### config.mk
export PLATFORM = sky130hd
export DESIGN_NAME = cache_miss_handler
export DESIGN_NICKNAME = d
export VERILOG_FILES = /design/src/rtl/cache_miss_handler_pkg.sv /design/src/rtl/cache_miss_handler_timeout_counter.sv /design/src/rtl/cache_miss_handler.sv
export SDC_FILE = /design/constraint.sdc
export NUM_CORES = 1
export LEC_CHECK = 0
export ABC_AREA = 0
export CORE_AREA = 2 2 155 157
export DETAILED_ROUTE_END_ITERATION = 8
export DIE_AREA = 0 0 157 159
export PLACE_DENSITY_LB_ADDON = 0.08
export SYNTH_ARGS = -nofsm -noshare
export SYNTH_HDL_FRONTEND = slang
export SYNTH_SLANG_ARGS = --single-unit
### constraint.sdc
create_clock -name clk -period 1.87 [get_ports clk]
set_input_delay 0.374 -clock clk [delete_from_list [all_inputs] [get_ports clk]]
set_output_delay 0.374 -clock clk [all_outputs]
set_load 0.03 [all_outputs]
### src/rtl/cache_miss_handler_pkg.sv
// Shared definitions for the cache miss handler: FSM encoding, address-split
// widths and big-endian word/byte packing helpers.
package cache_miss_handler_pkg;

    localparam logic [2:0] S_IDLE      = 3'd0;
    localparam logic [2:0] S_LOOKUP    = 3'd1;
    localparam logic [2:0] S_WRITEBACK = 3'd2;
    localparam logic [2:0] S_FILL      = 3'd3;
    localparam logic [2:0] S_ERROR     = 3'd4;

    typedef enum logic [2:0] {
        ST_IDLE      = S_IDLE,
        ST_LOOKUP    = S_LOOKUP,
        ST_WRITEBACK = S_WRITEBACK,
        ST_FILL      = S_FILL,
        ST_ERROR     = S_ERROR
    } mh_state_e;

    localparam int TAG_W    = 19;
    localparam int INDEX_W  = 11;
    localparam int OFFSET_W = 2;

    localparam logic [31:0] LINE_ADDR_MASK = 32'hFFFF_FFFC;

    // Index is the byte offset from the word address: byte at ea+3 is the LSB.
    typedef logic [3:0][7:0] mh_bytes_t;

    function automatic mh_bytes_t word_to_bytes(input logic [31:0] word);
        mh_bytes_t b;
        for (int i = 0; i < 4; i++) begin
            b[i] = word[8*(3-i) +: 8];
        end
        return b;
    endfunction

    function automatic logic [31:0] bytes_to_word(input mh_bytes_t b);
        logic [31:0] word;
        for (int i = 0; i < 4; i++) begin
            word[8*(3-i) +: 8] = b[i];
        end
        return word;
    endfunction

endpackage

### src/rtl/cache_miss_handler_timeout_counter.sv
// Memory-wait watchdog: counts waiting cycles and flags the last permitted one.
module mh_timeout_counter #(
    parameter int LIMIT = 255
) (
    input  logic clk,
    input  logic i_rst,
    input  logic i_clear,
    input  logic i_enable,
    output logic o_terminal
);

    localparam int CW = $clog2(LIMIT + 1);

    logic [CW-1:0] r_count;

    // Saturates at the terminal value so the flag stays stable until cleared.
    always_ff @(posedge clk) begin
        if (i_rst || i_clear) begin
            r_count <= '0;
        end else if (i_enable && !o_terminal) begin
            r_count <= r_count + CW'(1);
        end
    end

    assign o_terminal = (r_count == CW'(LIMIT - 1));

endmodule

### src/rtl/cache_miss_handler.sv
// Blocking cache miss handler: hit service, dirty-victim writeback, line fill
// with re-lookup, and a sticky error state when memory stops answering.
module cache_miss_handler
    import cache_miss_handler_pkg::*;
#(
    parameter int XLEN        = 32,
    parameter int MEM_TIMEOUT = 255
) (
    input  logic            clk,
    input  logic            rst_b,

    input  logic            cpu_req,
    input  logic            cpu_we,
    input  logic            cpu_is_byte,
    input  logic [XLEN-1:0] cpu_addr,
    input  logic [XLEN-1:0] cpu_wdata,
    output logic [XLEN-1:0] cpu_rdata,
    output logic            cpu_ready,

    input  logic            cache_hit,
    input  logic            cache_dirty,
    input  logic [XLEN-1:0] cache_miss_addr,
    input  logic [XLEN-1:0] cache_rdata,
    output logic [XLEN-1:0] cache_addr,
    output logic [XLEN-1:0] cache_wdata,
    output logic            cache_we,
    output logic            cache_is_byte,

    output logic            mem_req,
    output logic            mem_we,
    output logic [XLEN-1:0] mem_addr,
    output logic [XLEN-1:0] mem_wdata,
    input  logic [XLEN-1:0] mem_rdata,
    input  logic            mem_ack,

    output logic            mem_err,
    output logic [XLEN-1:0] miss_count,
    output logic [XLEN-1:0] wb_count
);

    mh_state_e       r_state;
    mh_state_e       w_next;
    logic [XLEN-1:0] r_miss_count;
    logic [XLEN-1:0] r_wb_count;
    logic            w_waiting;
    logic            w_clear;
    logic            w_terminal;

    assign w_waiting = (r_state == ST_WRITEBACK) || (r_state == ST_FILL);
    assign w_clear   = ((w_next == ST_WRITEBACK) || (w_next == ST_FILL)) && (w_next != r_state);

    mh_timeout_counter #(
        .LIMIT(MEM_TIMEOUT)
    ) u_timeout (
        .clk       (clk),
        .i_rst     (rst_b),
        .i_clear   (w_clear),
        .i_enable  (w_waiting && !mem_ack),
        .o_terminal(w_terminal)
    );

    // An ack arriving on the terminal cycle wins over the timeout.
    always_comb begin
        w_next = r_state;
        case (r_state)
            ST_IDLE:      if (cpu_req) w_next = ST_LOOKUP;
            ST_LOOKUP: begin
                if (cache_hit)        w_next = ST_IDLE;
                else if (cache_dirty) w_next = ST_WRITEBACK;
                else                  w_next = ST_FILL;
            end
            ST_WRITEBACK: begin
                if (mem_ack)         w_next = ST_FILL;
                else if (w_terminal) w_next = ST_ERROR;
            end
            ST_FILL: begin
                if (mem_ack)         w_next = ST_LOOKUP;
                else if (w_terminal) w_next = ST_ERROR;
            end
            ST_ERROR:     w_next = ST_ERROR;
            default:      w_next = ST_IDLE;
        endcase
    end

    always_ff @(posedge clk) begin
        if (rst_b) begin
            r_state      <= ST_IDLE;
            r_miss_count <= '0;
            r_wb_count   <= '0;
        end else begin
            r_state <= w_next;
            if ((r_state == ST_LOOKUP) && !cache_hit) begin
                r_miss_count <= r_miss_count + XLEN'(1);
            end
            if ((r_state == ST_WRITEBACK) && mem_ack) begin
                r_wb_count <= r_wb_count + XLEN'(1);
            end
        end
    end

    // Completion and cache writes are suppressed while reset is being applied.
    always_comb begin
        cpu_rdata     = '0;
        cpu_ready     = 1'b0;
        cache_addr    = '0;
        cache_wdata   = '0;
        cache_we      = 1'b0;
        cache_is_byte = 1'b0;
        mem_req       = 1'b0;
        mem_we        = 1'b0;
        mem_addr      = '0;
        mem_wdata     = '0;
        case (r_state)
            ST_LOOKUP: begin
                cache_addr = cpu_addr;
                if (cache_hit && !rst_b) begin
                    cpu_ready = 1'b1;
                    if (cpu_we) begin
                        cache_we      = 1'b1;
                        cache_wdata   = cpu_wdata;
                        cache_is_byte = cpu_is_byte;
                    end else begin
                        cpu_rdata = cache_rdata;
                    end
                end
            end
            ST_WRITEBACK: begin
                cache_addr = cpu_addr;
                mem_req    = 1'b1;
                mem_we     = 1'b1;
                mem_addr   = cache_miss_addr;
                mem_wdata  = cache_rdata;
            end
            ST_FILL: begin
                cache_addr = cpu_addr;
                mem_req    = 1'b1;
                mem_addr   = {cpu_addr[XLEN-1:OFFSET_W], {OFFSET_W{1'b0}}};
                if (mem_ack && !rst_b) begin
                    cache_we    = 1'b1;
                    cache_wdata = mem_rdata;
                end
            end
            default: begin
            end
        endcase
    end

    assign mem_err    = (r_state == ST_ERROR);
    assign miss_count = r_miss_count;
    assign wb_count   = r_wb_count;

endmodule
==> metrics.md <==
| Metric | Value |
|---|---|
| Final setup viols | 184 |
| Placed Instances | 1344 |
| R2r startpoint | r_state[0]$_SDFF_PP0_ |
| Synth-to-layout area growth | 138% |
| Syn Area/Cell | 7.96 um2 |
| Final ANT Viol Nets | 0 |
| Top_reg_cell synth | dfxtp_1 |
| Die Ht | 159 um |
| Global route overflow | 0 |
| RD Place Congestion | 0.850 |
| Hold EP | wb_count[1]$_SDFFE_PP0P_ |
| First-pass iteration count of the detailed router | 4 |
| Slew HR | 49.0% |
| RSZ-0062 raised after global routing | true |
| H-tree depth | 3 |
| Place WS | -0.473 ns |
| Violated checks | setup timing |
| CTS tree | yes |
| 1st-iter DRT viols | 148 |
| Final hold vios | 0 |
| Final nets | 1242 |
| CP Data Arrival Time | 1.71 ns |
| Cell Pwr Density | 443 nW/um2 |
| Status | finished, violations left |
| Fin Setup TNS | -23.20 ns |
| Clk_lat worst skew | 0.33 ns |
| Synth top area cells | dfxtp_1 31%, and2_1 13%, xor2_1 10% |
| Synthesized area | 4840 um2 |
| Vias per cell | 4.36 |
| Total CTS buffers | 9 |
| Number of remaining DRC errors | 0 |
| Syn Inst Count | 608 |
| I/O Pins | 398 |
| Dpl hpwl | 19200 um |
| Initial antenna violation count | 2 |
| RR Endpoint | miss_count[31]$_SDFFE_PP0P_ |
| Clock Pin Slew Worst Setup and Hold Paths | 0.06 ns |
| Worst hold slack | 0.486 ns |
| Reg2Reg Depth | 8 |
| Final Cycle Share | 111% |
| Asr flop ratio synth | 0% |
| Flop2flop setup slack | -0.12 ns |
| Fmax | 0.480 GHz |
| Initial Util | 20.9% |
| Max VDD drop | 413 uV |
| Die width | 157 um |
| Flops & latches, synth | 75 |
| Avg WL per Cell | 18.3 um |
| Worst Setup End Kind | output pin |
| Critical Path RT | 1.50 ns |
| Slew Limit Fails | 0 |
| CTS max path bufs | 2 |
| Final Skew | 0.00632 ns |
| Net Count, Synth | 780 |
| Largest net degree at the start of global routing | 69 |
| Core ar. | 23200 um2 |
| Root Driver | clkbuf_16 |
| Synth warn | 0 |
| Share of Yosys cell area claimed by the top area cell type | 31.0% |
| GRT Util Overall | 19.2% |
| First-pass GRT wire length | 36700 um |
| Worst Tran Pin Value | 0.765 ns |
| Area leader, netlist | dfxtp_1 |
| Vias in the first global route | 6083 |
| WHS Path Cells | 2 |
| Share of layout cells above drive strength 1 | 42.4% |
| CTS Sinks | 75 |
| Post-Layout Cell Count | 1395 |
| HP Start | wb_count[1]$_SDFFE_PP0P_ |
| Final WS setup | -0.214 ns |
| Unique masters post-synth | 41 |
| Row cnt | 56 |
| Max cap viols | 0 |
| Leak pwr | 5.23 nW |
| CP startpoint kind | flop |
| Worst-path maximum fanout | 7 |
| Post-synthesis sequential area ratio | 31.0% |
| Critical path class | flop to output pin |
| Port bufs | 397 |
| Final worst path period need | 2.08 ns |
| Power Total | 5.11 mW |
| Post-synth EDFFs | 0 |
| DR vias | 6076 |
| Die area | 25000 um2 |
| Post-Route WL | 25500 um |
| Min-delay worst type | flop to flop |
[cell usage in the layout (no fill, tap or decap), types with 3 or more instances in the layout]
cell	instances
clkdlybuf4s50_1	200
buf_6	139
nor2_1	108
buf_4	71
and2_4	69
dfxtp_1	66
xor2_1	56
buf_12	34
a22o_4	30
and2_2	29
nand4_1	27
mux2i_1	26
nand2_1	22
nand3_1	18
dlymetal6s2s_1	17
clkbuf_16	15
dlygate4sd2_1	13
xnor2_1	11
nand3_2	11
and4_1	9
and3_1	8
nor2_4	7
dfxtp_2	7
a21oi_1	6
and2_1	5
nor4_4	5
inv_1	5
clkbuf_8	4
buf_16	4
buf_8	4
nand2_2	3
ha_1	3
[worst max-delay path by stage]
stage	cells after the start	start	end	slack (ns)
final	6	r_state[0]$_SDFF_PP0_	cache_wdata[31]	-0.21
after global placement	8	cache_hit	miss_count[26]$_SDFFE_PP0P_	-0.49
after global routing	6	r_state[0]$_SDFF_PP0_	cache_wdata[31]	-0.28
after floorplan	7	rst_b	cache_wdata[0]	-0.004
after detailed placement	8	cache_hit	miss_count[26]$_SDFFE_PP0P_	-0.47
after CTS	9	r_state[1]$_SDFF_PP0_	mem_wdata[0]	-0.23
[cell type report]
class | instances | area (um2)
Multi-Input combinational cell | 489 | 3860
Clock inverter | 1 | 5.00
Antenna cell | 1 | 2.50
Timing Repair Buffer | 489 | 5430
Sequential cell | 75 | 1520
Fill cell | 2242 | 11700
Clock buffer | 15 | 288
Tap cell | 319 | 399
Inverter | 6 | 22.5
[cell usage after synthesis (2+ instances only)]
| cell | n |
|---|---|
| or3_1 | 2 |
| buf_2 | 2 |
| nor4_4 | 3 |
| nand4_1 | 27 |
| nand2_1 | 26 |
| dfxtp_1 | 75 |
| and2_1 | 103 |
| a21oi_1 | 6 |
| o21ai_0 | 2 |
| a22o_1 | 32 |
| clkbuf_1 | 30 |
| buf_1 | 4 |
| or2_2 | 2 |
| nand3_1 | 29 |
| inv_1 | 5 |
| nor2_1 | 116 |
| buf_6 | 2 |
| xor2_1 | 56 |
| and3_1 | 10 |
| nor2b_1 | 2 |
| nor4_1 | 2 |
| ha_1 | 4 |
| and4_1 | 9 |
| nor3_1 | 3 |
| mux2i_1 | 30 |
| xnor2_1 | 11 |
[power breakdown]
| group | switching [mW] | internal, mW |
|---|---|---|
| Clock | 0.645 | 1.04 |
| Sequential | 0.00990 | 1.61 |
| Combinational | 0.786 | 1.02 |
| Total | 1.44 | 3.67 |
[routing by layer]
layer	routed length, um	GRT usage [%]	part of all wire (%)
met4	420	3.75	1.6
met5	0	0	0
met3	2140	6.80	8.4
met1	10300	21.8	40
met2	12700	34.4	50
[timing repair]
| item | 4_1_cts | 5_1_grt |
|---|---|---|
| endpoints found under the hold margin | 0 | 0 |
| setup endpoints to repair | 206 | 231 |
| buffers inserted | 17 | 11 |
| gates cloned | 8 | 6 |
| pin swaps | 27 | 25 |
| hold buffers | 0 | 0 |
| resized for setup | 178 | 144 |
[metrics by stage]
stage	instance area, um2	util, %
2_1_floorplan	5280	-
3_3_place_gp	9710	41.9
3_5_place_dp	9710	41.9
4_1_cts	10900	47.0
5_1_grt	11500	49.7
6_report	11500	49.7
[logic make-up (layout without fill, tap and decap cells)]
group           after synthesis  in the layout  share of synthesized area (%)
simple gates                343            343                           38.4
compound gates               45             45                           7.42
fa+ha+maj                     4              4                           1.03
other cells                   0              1                              0
mux                          30             30                           6.21
xor+xnor                     67             67                           12.1
buf+inv                      44            511                           3.78
flops                        75             75                           31.0
[worst max-delay path, stage by stage, from the launching register on]
cell and delay [ns]:
dfxtp_2 0.33, nor2b_4 0.14, and3_4 0.21, and2_4 0.24, buf_12 0.15, a22o_1 0.17
buf_6 0.14
[sequential cells by signal, summed over array words and instances (netlist names)]
register / count
miss_count: 32
wb_count: 32
u_timeout.r_count: 8
r_state: 3
Note: power is estimated with default switching activity, not from simulation.
